[src/rtl/ifetch_unit.sv]
// Instruction fetch front end: sequential PC generation, in-order requests to a
// variable-latency instruction memory, and a prefetch queue feeding decode.
module ifetch_unit #(
    parameter int unsigned DEPTH    = 4,
    parameter logic [31:0] RESET_PC = 32'h0000_0000
) (
    input  logic        clk,
    input  logic        rst,
    output logic        imem_req_valid,
    output logic [31:0] imem_req_addr,
    input  logic        imem_req_ready,
    input  logic        imem_resp_valid,
    input  logic [31:0] imem_resp_data,
    output logic        inst_valid,
    output logic [31:0] inst_data,
    output logic [31:0] inst_pc,
    input  logic        inst_ready,
    input  logic        redirect,
    input  logic [31:0] redirect_pc
);

    localparam int PW = (DEPTH > 1) ? $clog2(DEPTH) : 1;
    localparam int CW = $clog2(DEPTH + 1);
    localparam logic [CW:0] DEPTH_X = (CW + 1)'(DEPTH);

    logic [31:0]   fetch_pc;
    logic [31:0]   resp_pc;
    logic [CW-1:0] inflight;
    logic [CW-1:0] discard;
    logic [CW-1:0] count;
    logic [PW-1:0] rd_ptr;
    logic [PW-1:0] wr_ptr;

    logic [31:0]   q_pc   [DEPTH];
    logic [31:0]   q_inst [DEPTH];

    logic [CW:0]   occupancy;
    logic          fire;
    logic          push;
    logic          drop;
    logic          pop;
    logic [CW-1:0] inflight_next;
    logic [31:0]   target_pc;
    logic          unused_low_bits;

    assign target_pc       = {redirect_pc[31:2], 2'b00};
    assign unused_low_bits = ^redirect_pc[1:0];

    // Live work = queued words plus requests whose answers will be kept.
    assign occupancy = {1'b0, count} + {1'b0, inflight} - {1'b0, discard};

    assign imem_req_valid = !rst && !redirect
                         && (occupancy < DEPTH_X)
                         && ({1'b0, inflight} < DEPTH_X);
    assign imem_req_addr  = fetch_pc;
    assign fire           = imem_req_valid && imem_req_ready;

    assign drop = imem_resp_valid && (discard != '0);
    assign push = imem_resp_valid && !redirect && (discard == '0);

    assign inst_valid = !rst && (count != '0);
    assign inst_data  = rst ? 32'h0 : q_inst[rd_ptr];
    assign inst_pc    = rst ? 32'h0 : q_pc[rd_ptr];
    assign pop        = inst_valid && inst_ready && !redirect;

    assign inflight_next = inflight + CW'(fire) - CW'(imem_resp_valid);

    always_ff @(posedge clk or posedge rst) begin
        if (rst) begin
            fetch_pc <= RESET_PC;
            resp_pc  <= RESET_PC;
            inflight <= '0;
            discard  <= '0;
            count    <= '0;
            rd_ptr   <= '0;
            wr_ptr   <= '0;
        end else begin
            inflight <= inflight_next;
            if (redirect) begin
                // Every request still outstanding after this cycle is stale.
                fetch_pc <= target_pc;
                resp_pc  <= target_pc;
                discard  <= inflight_next;
                count    <= '0;
                rd_ptr   <= '0;
                wr_ptr   <= '0;
            end else begin
                if (fire) begin
                    fetch_pc <= fetch_pc + 32'd4;
                end
                if (drop) begin
                    discard <= discard - CW'(1);
                end
                if (push) begin
                    resp_pc <= resp_pc + 32'd4;
                    wr_ptr  <= wr_ptr + PW'(1);
                end
                if (pop) begin
                    rd_ptr <= rd_ptr + PW'(1);
                end
                count <= count + CW'(push) - CW'(pop);
            end
        end
    end

    // Queue storage carries data only, so it needs no reset.
    always_ff @(posedge clk) begin
        if (push) begin
            q_pc[wr_ptr]   <= resp_pc;
            q_inst[wr_ptr] <= imem_resp_data;
        end
    end

endmodule
[config.mk]
export PLATFORM = sky130hd
export DESIGN_NAME = ifetch_unit
export DESIGN_NICKNAME = d
export VERILOG_FILES = /design/src/rtl/ifetch_unit.sv
export SDC_FILE = /design/constraint.sdc
export NUM_CORES = 1
export LEC_CHECK = 0
export BUFFER_PORTS_ARGS = -buffer_cell sky130_fd_sc_hd__buf_4
export CAP_MARGIN = 25
export CORE_ASPECT_RATIO = 0.8
export CORE_MARGIN = 10
export CORE_UTILIZATION = 42
export CTS_BUF_LIST = sky130_fd_sc_hd__clkbuf_16
export DETAILED_ROUTE_END_ITERATION = 10
export GPL_TIMING_DRIVEN = 0
export PLACE_DENSITY = 0.71
export SYNTH_ARGS = -nofsm -noshare
export SYNTH_HDL_FRONTEND = slang
export SYNTH_SLANG_ARGS = --single-unit
[constraint.sdc]
create_clock -name clk -period 8.5 [get_ports clk]
set_clock_uncertainty 0.2 [all_clocks]
set_input_delay 1.7 -clock clk [delete_from_list [all_inputs] [get_ports clk]]
set_output_delay 1.7 -clock clk [all_outputs]
set_load 0.02 [all_outputs]
* Yosys cells after proc, flatten, opt, wreduce, memory -nomap -nowiden
Memory sizes are Yosys's and may differ from the RTL's.
Cells that the tools add are included.
** Storage, ports and cells
- Bits in registers :: 77
- Bits in writable memories :: 256
- Input bits :: 70
- Output and inout bits :: 98
- Logic and storage cells :: 56
- Memories :: 2
** Cells by class
- $add $sub $neg :: 11
- Magnitude comparators :: 2
- Mux-type cells :: 15
- Reduce and logical (&&, ||, !) cells :: 19
** Memory list
- q_inst :: depth 4, bits a word 32, rd ports 1, clocked after Yosys merged registers in 0, wr ports 1, RTL line 35 : logic [31:0] q_inst [DEPTH];
- q_pc :: depth 4, bits a word 32, rd ports 1, clocked after Yosys merged registers in 0, wr ports 1, RTL line 34 : logic [31:0] q_pc [DEPTH];
** Operator list (number)
- $mux 32 :: 6
- $add 32x3->32 const B :: 2
- $logic_and 1x1->1 :: 10
- $mux 3 :: 3
- $mux 2 :: 4
- $reduce_bool 2->1 :: 4
- $add 3x1->3 :: 2
- $reduce_bool 3->1 :: 2
- $sub 3x1->3 :: 2
- $add 2x1->2 const B :: 2
- $add 3x3->4 :: 1
- $lt 4x3->1 const B :: 1
- $sub 4x3->4 :: 1
- $logic_not 3->1 :: 1
- $lt 3x3->1 const B :: 1
- $sub 3x1->3 const B :: 1
- $logic_not 1->1 :: 2
- $mux 1 :: 2

* Depth between registers and ports, before layout
Gate-level depths: netlist of run 1.
- Depth in word-level cells :: 9
- Depth in mapped cells :: 17

* Worst setup path before layout of run 1
No wires, ideal clock.
- Kind :: input to output
- Start :: in rst
- End :: out inst_pc[22]
- Arrival :: 4.567 ns
- Data required time :: 6.600 ns
- Path slack :: 2.033 ns
- Stages :: 3
- Path through :: inv_1 clkbuf_1 and2_1
** On the way
- Longest elaborated chain between the ends :: 1
** RTL lines
- start, declared :: RTL line 8 : input logic rst,
- $mux 32 :: RTL line 63 : assign inst_pc = rst ? 32'h0 : q_pc[rd_ptr];
- end, declared :: RTL line 16 : output logic [31:0] inst_pc,
Every way passes these cells.

* Worst setup path after layout of run 1
- Start :: in rst
- End :: out inst_pc[30]
The elaborated chain is that of the path after synthesis.

==> run summary, run 1 <==
status - completed
CP Launch Type - input pin
worst vdd rail ir drop - 0.0001424 V
Core ar. - 31790 µm²
Worst Setup End Kind - primary output
number of hold violations in the final report - 0
Largest delay share family, worst path - buffers and inverters
final setup vio count - 0
total CTS buffers - 34
DRC Markers - 0
Chip Width - 221.7 µm
HPWL Detailed - 21990 µm
WP buf/inv - 4
launch point of the worst path - rst
drt first pass iters - 5
crit-path most repeated cell - buf_4
critical path class - input pin to primary output
CTS root buffer - clkbuf_16
vias in the first global route - 8526
Iteration-0 DRC Markers - 662
wire per inst - 21.27 µm
clk_lat worst skew - 520 ps
unrepaired setup endpoints after global routing - false
critical path depth - 5
Critical Path RT - 6600 ps
Antenna Cells - 0
Yosys cell types - 54
largest net degree at the start of global routing - 60
Clock Path Buffers - 3
die area - 40200 µm²
grt ovf - 0
WP data arrival - 3040 ps
Starting Density - 0.4299
initial antenna violation count - 0
Yosys warning total - 0
Post-CTS Hold Buffers - 0
fmax - 202.2 MHz
min Tclk post-route - 4944 ps
CP peak stage delay - 460 ps
leakage power total - 5.920 nW
CTS H-tree lvls - 2
post-cts resize count - 0
chip height - 181.3 µm
top-level port count - 168
top cells by area, synth - edfxtp_1 (54%), dfrtp_1 (13%), mux4_2 (10%)
max cap viols - 0
Cell Area, Synth - 13670 µm²
Slew headroom - 0.4059
Reg2Reg Depth - 17
Synth area leader - edfxtp_1
layout cells sized above 1 - 0.2857
drt total wl - 32010 µm
Avg Inst Size Synth - 15.98 µm²
sequential share of the synthesized area - 0.6786
CTS tree - yes
crit share post-route - 0.5817
r2r setup slk - 4060 ps
flops & latches, synth - 321
reg2reg end - discard[2]
Max Slew Vio Count - 0
IO buf count - 161
asr flop ratio synth - 0.2274
Post-Syn Instances - 855
hold path depth - 1
Post-synth EDFFs - 248
vias per cell - 5.465
commonest register cell after synthesis - edfxtp_1
Tot GR Track Use - 0.1580
setup tns final - 0 ps
cell chain of the critical path - buf_4 -> inv_1 -> clkbuf_4 -> and2_1 -> buf_4
first-pass GRT wire length - 50420 µm
CTS Sinks - 321
Worst Hold Class - flop to flop
row count - 58
post-CTS setup repair buffer count - 0
vias - 8225
Min Hold Slack - 360.0 ps
Synth-to-Final Area Change - 22.13%
Synth top area share - 0.5450
final layout net count - 1149
gpl congestion - 0.8689
Worst-Margin Slew - 883.1 ps
crit path capture - inst_pc[30]
ANT nets after route - 0
pwr dens - 240.7 nW/µm²
RR Startpoint - inflight[1]
Worst-path clk slew - 60 ps
critical path fanouts, max - 24
Crit-path slowest cell - clkbuf_4
## worst reg2reg max path: stages (launching register included)
cell and delay (ps):
dfrtp_1 360, inv_1 100, fa_1 540, inv_1 40, ha_1 260, nand3b_1 120
a211o_1 360, a31o_2 330, clkbuf_1 280, buf_2 290, ha_1 300, inv_1 40
ha_1 180, fa_1 370, xor2_1 190, xnor2_1 230, nand2_1 80, o21ai_0 90
## worst min-delay path by stage
stage,from,endpoint
6_report,inflight[0],inflight[0]
5_1_grt,inflight[0],inflight[0]
4_1_cts,inflight[0],inflight[0]
3_5_place_dp,imem_req_addr[29],imem_req_addr[29]
3_3_place_gp,imem_req_addr[8],imem_req_addr[8]
2_1_floorplan,resp_pc[31],q_pc[0][31]
## state kept, by name, summed over array words and instances, names as in the netlist, 3 cells and up
signal	flops
count	3
discard	3
imem_req_addr	30
inflight	3
q_inst	128
q_pc	120
resp_pc	30
## cell families (layout without fill, tap and decap cells)
family | after synthesis | in the layout | synth area share
buf+inv | 70 | 297 | 0.02142
other cells | 1 | 4 | 0.0002744
xor+xnor | 40 | 40 | 0.02564
fa+ha+maj | 19 | 19 | 0.01959
flops | 321 | 321 | 0.6786
mux | 66 | 66 | 0.1054
compound gates | 91 | 91 | 0.04651
simple gates | 247 | 247 | 0.1025
## cell type report
cell class | count | area (µm²)
clock inverter | 24 | 201.4
multi-input combinational | 467 | 4120
fill | 2610 | 15100
clock buffer | 37 | 925.9
sequential | 321 | 9274
timing repair buffer | 166 | 1346
tap | 420 | 525.5
buffer | 43 | 195.2
inverter | 27 | 101.3
## cell usage after synthesis (all sizes together) (21+ instances only)
library cell / instances
clkbuf: 27
nand3: 23
and2: 67
dfrtp: 73
mux4: 62
inv: 26
nand4: 21
o21ai: 24
nand2: 51
edfxtp: 248
nor2: 22
## cells in the final DEF (no fill, tap or decap), types with 6 or more instances in the layout
cell type  instances
a21oi_1            7
and3_1             8
o31a_1             7
nand2_1           51
nor2b_1            8
o211ai_1          12
nor2_1            22
inv_1             30
edfxtp_1         248
nand4_1           21
ha_1              15
buf_2              9
clkbuf_1          26
clkbuf_16         37
o21ai_1           14
xor2_1            20
or4_1              8
a31oi_1            6
xnor2_1           20
clkinv_1           9
nor3_1             7
dfrtp_1           73
o21ai_0            9
nand2b_1           7
buf_4            166
o31ai_1            8
nand3_1           23
and2_1            63
o311ai_1          15
mux4_2            62
nor4_2             6
## power breakdown
| group | total [mW] | internal, mW | switching (mW) |
|---|---|---|---|
| clock network | 1.48 | 0.879 | 0.603 |
| registers | 1.88 | 1.79 | 0.0845 |
| logic | 0.657 | 0.294 | 0.363 |
## stage by stage
step,setup slack (ps),total power [mW],cells,cell area (µm²),util
final,3556,4.017,1505,16690,0.5251
after global routing,3470,4.198,1505,16690,0.5251
after CTS,3495,4.052,1505,16690,0.5251
after detailed placement,3497,2.570,1444,15560,0.4896
after global placement,306.2,2.547,1439,15410,0.4848
after floorplan,2033,2.320,858,13680,-
## routing by layer
layer	up-vias	GRT usage	part of all wire
li1	3710	-	-
met1	4161	0.2186	0.45
met2	316	0.2427	0.45
met3	38	0.04404	0.079
met4	0	0.03667	0.015
met5	-	0	0
(Power assumes the default switching activity.)
==> inputs of run 2 (changes only) <==
--- a/config.mk
+++ b/config.mk
@@ -13,7 +13,7 @@
 export CTS_BUF_LIST = sky130_fd_sc_hd__clkbuf_16
 export DETAILED_ROUTE_END_ITERATION = 10
 export GPL_TIMING_DRIVEN = 0
-export PLACE_DENSITY = 0.71
+export PLACE_DENSITY = 0.73
 export SYNTH_ARGS = -nofsm -noshare
 export SYNTH_HDL_FRONTEND = slang
 export SYNTH_SLANG_ARGS = --single-unit
==> constraint.sdc (replaced) <==
create_clock -name clk -period 4.11 [get_ports clk]
set_clock_uncertainty 0.2 [all_clocks]
set_input_delay 0.822 -clock clk [delete_from_list [all_inputs] [get_ports clk]]
set_output_delay 0.822 -clock clk [all_outputs]
set_load 0.02 [all_outputs]
==> run 2 against run 1 <==
Compared with the run above: utilization decreased by 0.19 points; routed wire length decreased by 0.16%; critical endpoint is now imem_req_valid; highest routed layer unchanged; critical path depth increased by 4; via count increased by 0.13%.
==> run summary, run 2 (synthesis gave the netlist of run 1 again) <==
commonest non-fill, non-tap cell in the layout - edfxtp_1
initial antenna violation count - 0
ANT nets after route - 0
Iteration-0 DRC Markers - 759
critical path class - flop to primary output
clk_lat worst skew - 540 ps
drt total wl - 31950 µm
r2r setup slk - 250 ps
crit share post-route - 0.9509
chip height - 181.3 µm
total CTS buffers - 31
Largest register FFs - 128
crit path capture - imem_req_valid
# placed instances - 1444
Core ar. - 31790 µm²
worst vdd rail ir drop - 0.0002503 V
Worst Setup End Kind - primary output
Worst-path clk slew - 70 ps
Critical Path RT - 3090 ps
Post-CTS Hold Buffers - 0
WP data arrival - 2890 ps
worst setup margin - 201.6 ps
max cap viols - 0
unrepaired setup endpoints after global routing - false
CP Launch Type - flop
fmax - 255.9 MHz
IO buf count - 161
CTS root buffer - clkbuf_16
Tot GR Track Use - 0.1543
reg2reg end - discard[2]
drt first pass iters - 5
top flop regs - q_inst (128), q_pc (120)
Clock Path Buffers - 3
grt ovf - 0
CTS Sinks - 321
Max Slew Vio Count - 0
Reg2Reg Depth - 15
top-level port count - 168
most frequent cells in the layout - edfxtp_1 (248), buf_4 (171), dfrtp_1 (73), and2_1 (63), mux4_2 (62)
min Tclk post-route - 3908 ps
HPWL Detailed - 21750 µm
Starting Density - 0.4299
row count - 58
Min Hold Slack - 271.5 ps
leakage power total - 5.893 nW
vias per cell - 5.472
DRC Markers - 0
number of hold violations in the final report - 0
layout cells sized above 1 - 0.2903
CTS tree - yes
Final Total Pwr - 8.149 mW
Antenna Cells - 0
Synth-to-Final Area Change - 21.68%
largest net degree at the start of global routing - 63
wire per inst - 21.23 µm
vias - 8236
Slew headroom - 0.3407
final cell count without fillers - 1505
final layout net count - 1150
fin util - 0.5231
die area - 40200 µm²
CTS H-tree lvls - 1
launch point of the worst path - count[1]
gpl congestion - 0.8668
Top reg by flops - q_inst
first-pass GRT wire length - 49650 µm
DP Worst Slack - -268.7 ps
Worst-Margin Slew - 979.9 ps
RR Startpoint - count[1]
vias in the first global route - 8441
status - completed
Worst Hold Class - input pin to flop
pwr dens - 490.0 nW/µm²
critical path fanouts, max - 5
final setup vio count - 0
Chip Width - 221.7 µm
## run 2: cell count changes in the layout (fill, tap and decap cells not counted), moves of 2 or more
cell	previous run	this run
buf_4	166	171
clkinv_1	9	7
clkbuf_16	37	31
clkinv_2	2	7
## run 2: how the worst min path moves through the flow
stage | depth (start not counted) | slack (ps) | start | end
floorplan | 0 | 300 | resp_pc[31] | q_pc[0][31]
global placement | 1 | 340 | imem_req_addr[30] | imem_req_addr[30]
detailed placement | 1 | 340 | imem_req_addr[30] | imem_req_addr[30]
CTS | 1 | 250 | imem_resp_data[15] | q_inst[2][15]
global route | 1 | 250 | imem_resp_data[15] | q_inst[2][15]
finish | 1 | 270 | imem_resp_data[15] | q_inst[2][15]
## run 2: what timing repair did
action,4_1_cts,5_1_grt
pin swaps,0,3
endpoints found under the setup margin,3,3
cloned,0,1
resized for setup,1,1
buffers inserted,0,5
## run 2: through the flow
| step | TNS (ps) | area, µm² |
|---|---|---|
| after floorplan | 0 | 13680 |
| after global placement | -167790 | 15410 |
| after detailed placement | -439.0 | 15560 |
| after CTS | 0 | 16580 |
| after global routing | 0 | 16630 |
| final | 0 | 16630 |
## run 2: layer usage
metal | routed length (µm) | vias up | GRT usage
li1 | - | 3721 | -
met1 | 14040 | 4130 | 0.2174
met2 | 14850 | 357 | 0.2388
met3 | 2695 | 28 | 0.04194
met4 | 363 | 0 | 0.02336
met5 | 0 | - | 0
## run 2: power breakdown
part | leakage, nW | switching [mW] | total, mW | internal [mW]
Combinational | 2.28 | 0.779 | 1.45 | 0.666
Sequential | 3.11 | 0.176 | 3.88 | 3.71
Clock | 0.504 | 1.19 | 2.82 | 1.62
Total | 5.89 | 2.15 | 8.15 | 6.00
## run 2: area by class of cell
cell class | count | area (µm²)
Sequential cell | 321 | 9274
Fill cell | 2606 | 15160
Buffer | 41 | 186.4
Inverter | 27 | 101.3
Timing Repair Buffer | 171 | 1384
Clock inverter | 26 | 237.7
Tap cell | 420 | 525.5
Multi-Input combinational cell | 468 | 4144
Clock buffer | 31 | 775.7
## run 2: critical path, cell delays in order, from the launching register on
cell      delay, ps
dfrtp_1         400
inv_1           110
fa_1            490
inv_1            50
ha_1            270
nand3b_1        130
a211o_1         360
buf_4           160
a31oi_2         200
buf_4           180
==> inputs of run 3 (changes only) <==
--- a/config.mk
+++ b/config.mk
@@ -13,7 +13,7 @@
 export CTS_BUF_LIST = sky130_fd_sc_hd__clkbuf_16
 export DETAILED_ROUTE_END_ITERATION = 10
 export GPL_TIMING_DRIVEN = 0
-export PLACE_DENSITY = 0.73
+export PLACE_DENSITY_LB_ADDON = 0.1
 export SYNTH_ARGS = -nofsm -noshare
 export SYNTH_HDL_FRONTEND = slang
 export SYNTH_SLANG_ARGS = --single-unit
==> constraint.sdc (replaced) <==
create_clock -name clk -period 4.11 [get_ports clk]
set_clock_uncertainty 0.2 [all_clocks]
set_input_delay 1.0275 -clock clk [delete_from_list [all_inputs] [get_ports clk]]
set_output_delay 1.0275 -clock clk [all_outputs]
set_load 0.02 [all_outputs]
==> run 3 against run 2 <==
Compared with the run above: critical path depth unchanged; routed wire length up 1.8%; register-to-register slack got worse by 50 ps; via count decreased by 1.7%; sequential power about the same; non-clock buffer count fell by 3; fmax is 2.4% lower; cell count unchanged; critical path type unchanged; highest routed layer unchanged; count of clock-buffer cells in the layout up 4; hold slack improved by 90 ps; utilization is 0.10 points higher; largest power group unchanged; setup slack got worse by 96 ps.
==> run summary, run 3 (synthesis gave the netlist of run 1 again) <==
status - completed
most frequent cells in the layout - edfxtp_1 (248), buf_4 (170), dfrtp_1 (73), and2_1 (63), mux4_2 (62)
Starting Density - 0.4299
Max Slew Vio Count - 0
CP Launch Type - flop
CTS root buffer - clkbuf_16
largest net degree at the start of global routing - 58
pwr dens - 495.9 nW/µm²
Core ar. - 31790 µm²
critical path class - flop to primary output
vias in the first global route - 8451
CTS Sinks - 321
top-level port count - 168
CP peak stage delay - 540 ps
wire per inst - 21.60 µm
CTS tree - yes
Synth-to-Final Area Change - 21.92%
chip height - 181.3 µm
max cap viols - 0
hold endpoint - inflight[0]
die area - 40200 µm²
Critical Path RT - 2880 ps
sequential share of power - 0.471
vias - 8092
Worst Setup End Kind - primary output
min-delay src - inflight[0]
WP data arrival - 2780 ps
Slew headroom - 0.3137
fmax - 249.7 MHz
IO buf count - 161
drt first pass iters - 5
hold path depth - 1
CTS H-tree lvls - 2
gpl congestion - 0.8021
Internal Power - 6.096 mW
worst setup margin - 105.3 ps
leakage power total - 5.934 nW
DRC Markers - 0
number of hold violations in the final report - 0
dpl cell area - 15550 µm²
Psw - 2.167 mW
ANT nets after route - 0
clk_lat worst skew - 500 ps
Non-Filler Cell Area, Final - 16660 µm²
Clock Path Buffers - 3
Worst Hold Class - flop to flop
Top reg by flops - q_inst
Iteration-0 DRC Markers - 593
Chip Width - 221.7 µm
Largest register FFs - 128
top flop regs - q_inst (128), q_pc (120)
setup tns final - 0 ps
worst vdd rail ir drop - 0.0002850 V
crit share post-route - 0.9744
Worst-path clk slew - 60 ps
reg2reg end - discard[2]
first-pass GRT wire length - 51290 µm
Antenna Cells - 0
initial antenna violation count - 0
Crit-path slowest cell - fa_1
switch share - 0.2623
Reg2Reg Depth - 15
HPWL Detailed - 22520 µm
r2r setup slk - 200 ps
Worst-Margin Slew - 1020 ps
commonest non-fill, non-tap cell in the layout - edfxtp_1
grt ovf - 0
RR Startpoint - inflight[1]
Tot GR Track Use - 0.1604
combinational share of power - 0.171
Final Total Pwr - 8.263 mW
final layout net count - 1149
DP Worst Slack - -342.2 ps
Filler Cell Count - 2687
final setup vio count - 0
min Tclk post-route - 4005 ps
cell chain of the critical path - inv_1 -> fa_1 -> inv_1 -> ha_1 -> nand3b_1 -> a211o_1 -> buf_4 -> a31oi_2 -> buf_4
row count - 58
drt total wl - 32510 µm
critical path fanouts, max - 3
vias per cell - 5.377
Clock power frac - 0.358
layout cells sized above 1 - 0.2894
total CTS buffers - 34
run 3: cell count changes in the layout (fill, tap and decap cells not counted), sizes merged:
cell and change:
inv +7, clkinv -6, clkbuf +2, a31o -1, buf -1, bufinv -1
run 3: worst max-delay path by stage:
| stage | start | endpoint | slack, ps | cells past startpoint |
|---|---|---|---|---|
| final | inflight[1] | imem_req_valid | 110 | 9 |
| after detailed placement | inflight[1] | discard[2] | -340 | 17 |
| after floorplan | inflight[1] | discard[2] | 180 | 17 |
| after global routing | inflight[1] | discard[2] | -20 | 15 |
| after CTS | inflight[1] | discard[2] | -40 | 16 |
| after global placement | redirect | q_inst[1][12] | -1120 | 4 |
run 3: routing by layer:
layer  vias up  GRT usage  routed length, µm
li1       3729          -                  -
met1      4037     0.2293              15520
met2       285     0.2441              14430
met3        41    0.03726               2054
met4         0    0.03504                506
met5         -          0                  0
run 3: repair_timing:
item | CTS | global route
buffers inserted | 0 | 3
setup endpoints to repair | 25 | 6
resized for setup | 1 | 3
pin swaps | 0 | 2
hold buffers | 0 | 0
run 3: cell type report:
| class | count | area, µm² | area share |
|---|---|---|---|
| flip-flops and latches | 321 | 9274 | 0.5566 |
| multi-input cells | 467 | 4135 | 0.2482 |
| repair buffers | 169 | 1361 | 0.08171 |
| clock buffers | 35 | 875.8 | 0.05257 |
| well taps | 420 | 525.5 | 0.03154 |
| clock inverters | 26 | 205.2 | 0.01232 |
| plain buffers | 40 | 182.7 | 0.01096 |
| inverters | 27 | 101.3 | 0.006083 |
run 3: worst max-delay path, delay by kind of cell, from the launching register on:
| kind | cells | cell delay [ps] |
|---|---|---|
| buffers and inverters | 4 | 470 |
| adder cells (fa/ha/maj) | 2 | 800 |
| AO/OA/AOI/OAI | 2 | 510 |
| flip-flops | 1 | 350 |
| AND/OR/NAND/NOR | 1 | 130 |
run 3: through the flow:
| stage | hold WS (ps) | utilization | std cells |
|---|---|---|---|
| floorplan | 295.2 | - | 858 |
| global placement | 327.3 | 0.4849 | 1439 |
| detailed placement | 349.5 | 0.4894 | 1444 |
| CTS | 360.5 | 0.5234 | 1503 |
| global route | 390.7 | 0.5242 | 1505 |
| finish | 361.9 | 0.5242 | 1505 |
run 3: power by group through the flow:
stage	registers [mW]	clock network, mW	logic, mW
6_report	3.89	2.96	1.41
2_1_floorplan	3.93	0	0.865
4_1_cts	3.89	3.03	1.38
5_1_grt	3.92	3.16	1.56
3_3_place_gp	3.95	0	1.35
3_5_place_dp	3.95	0	1.38
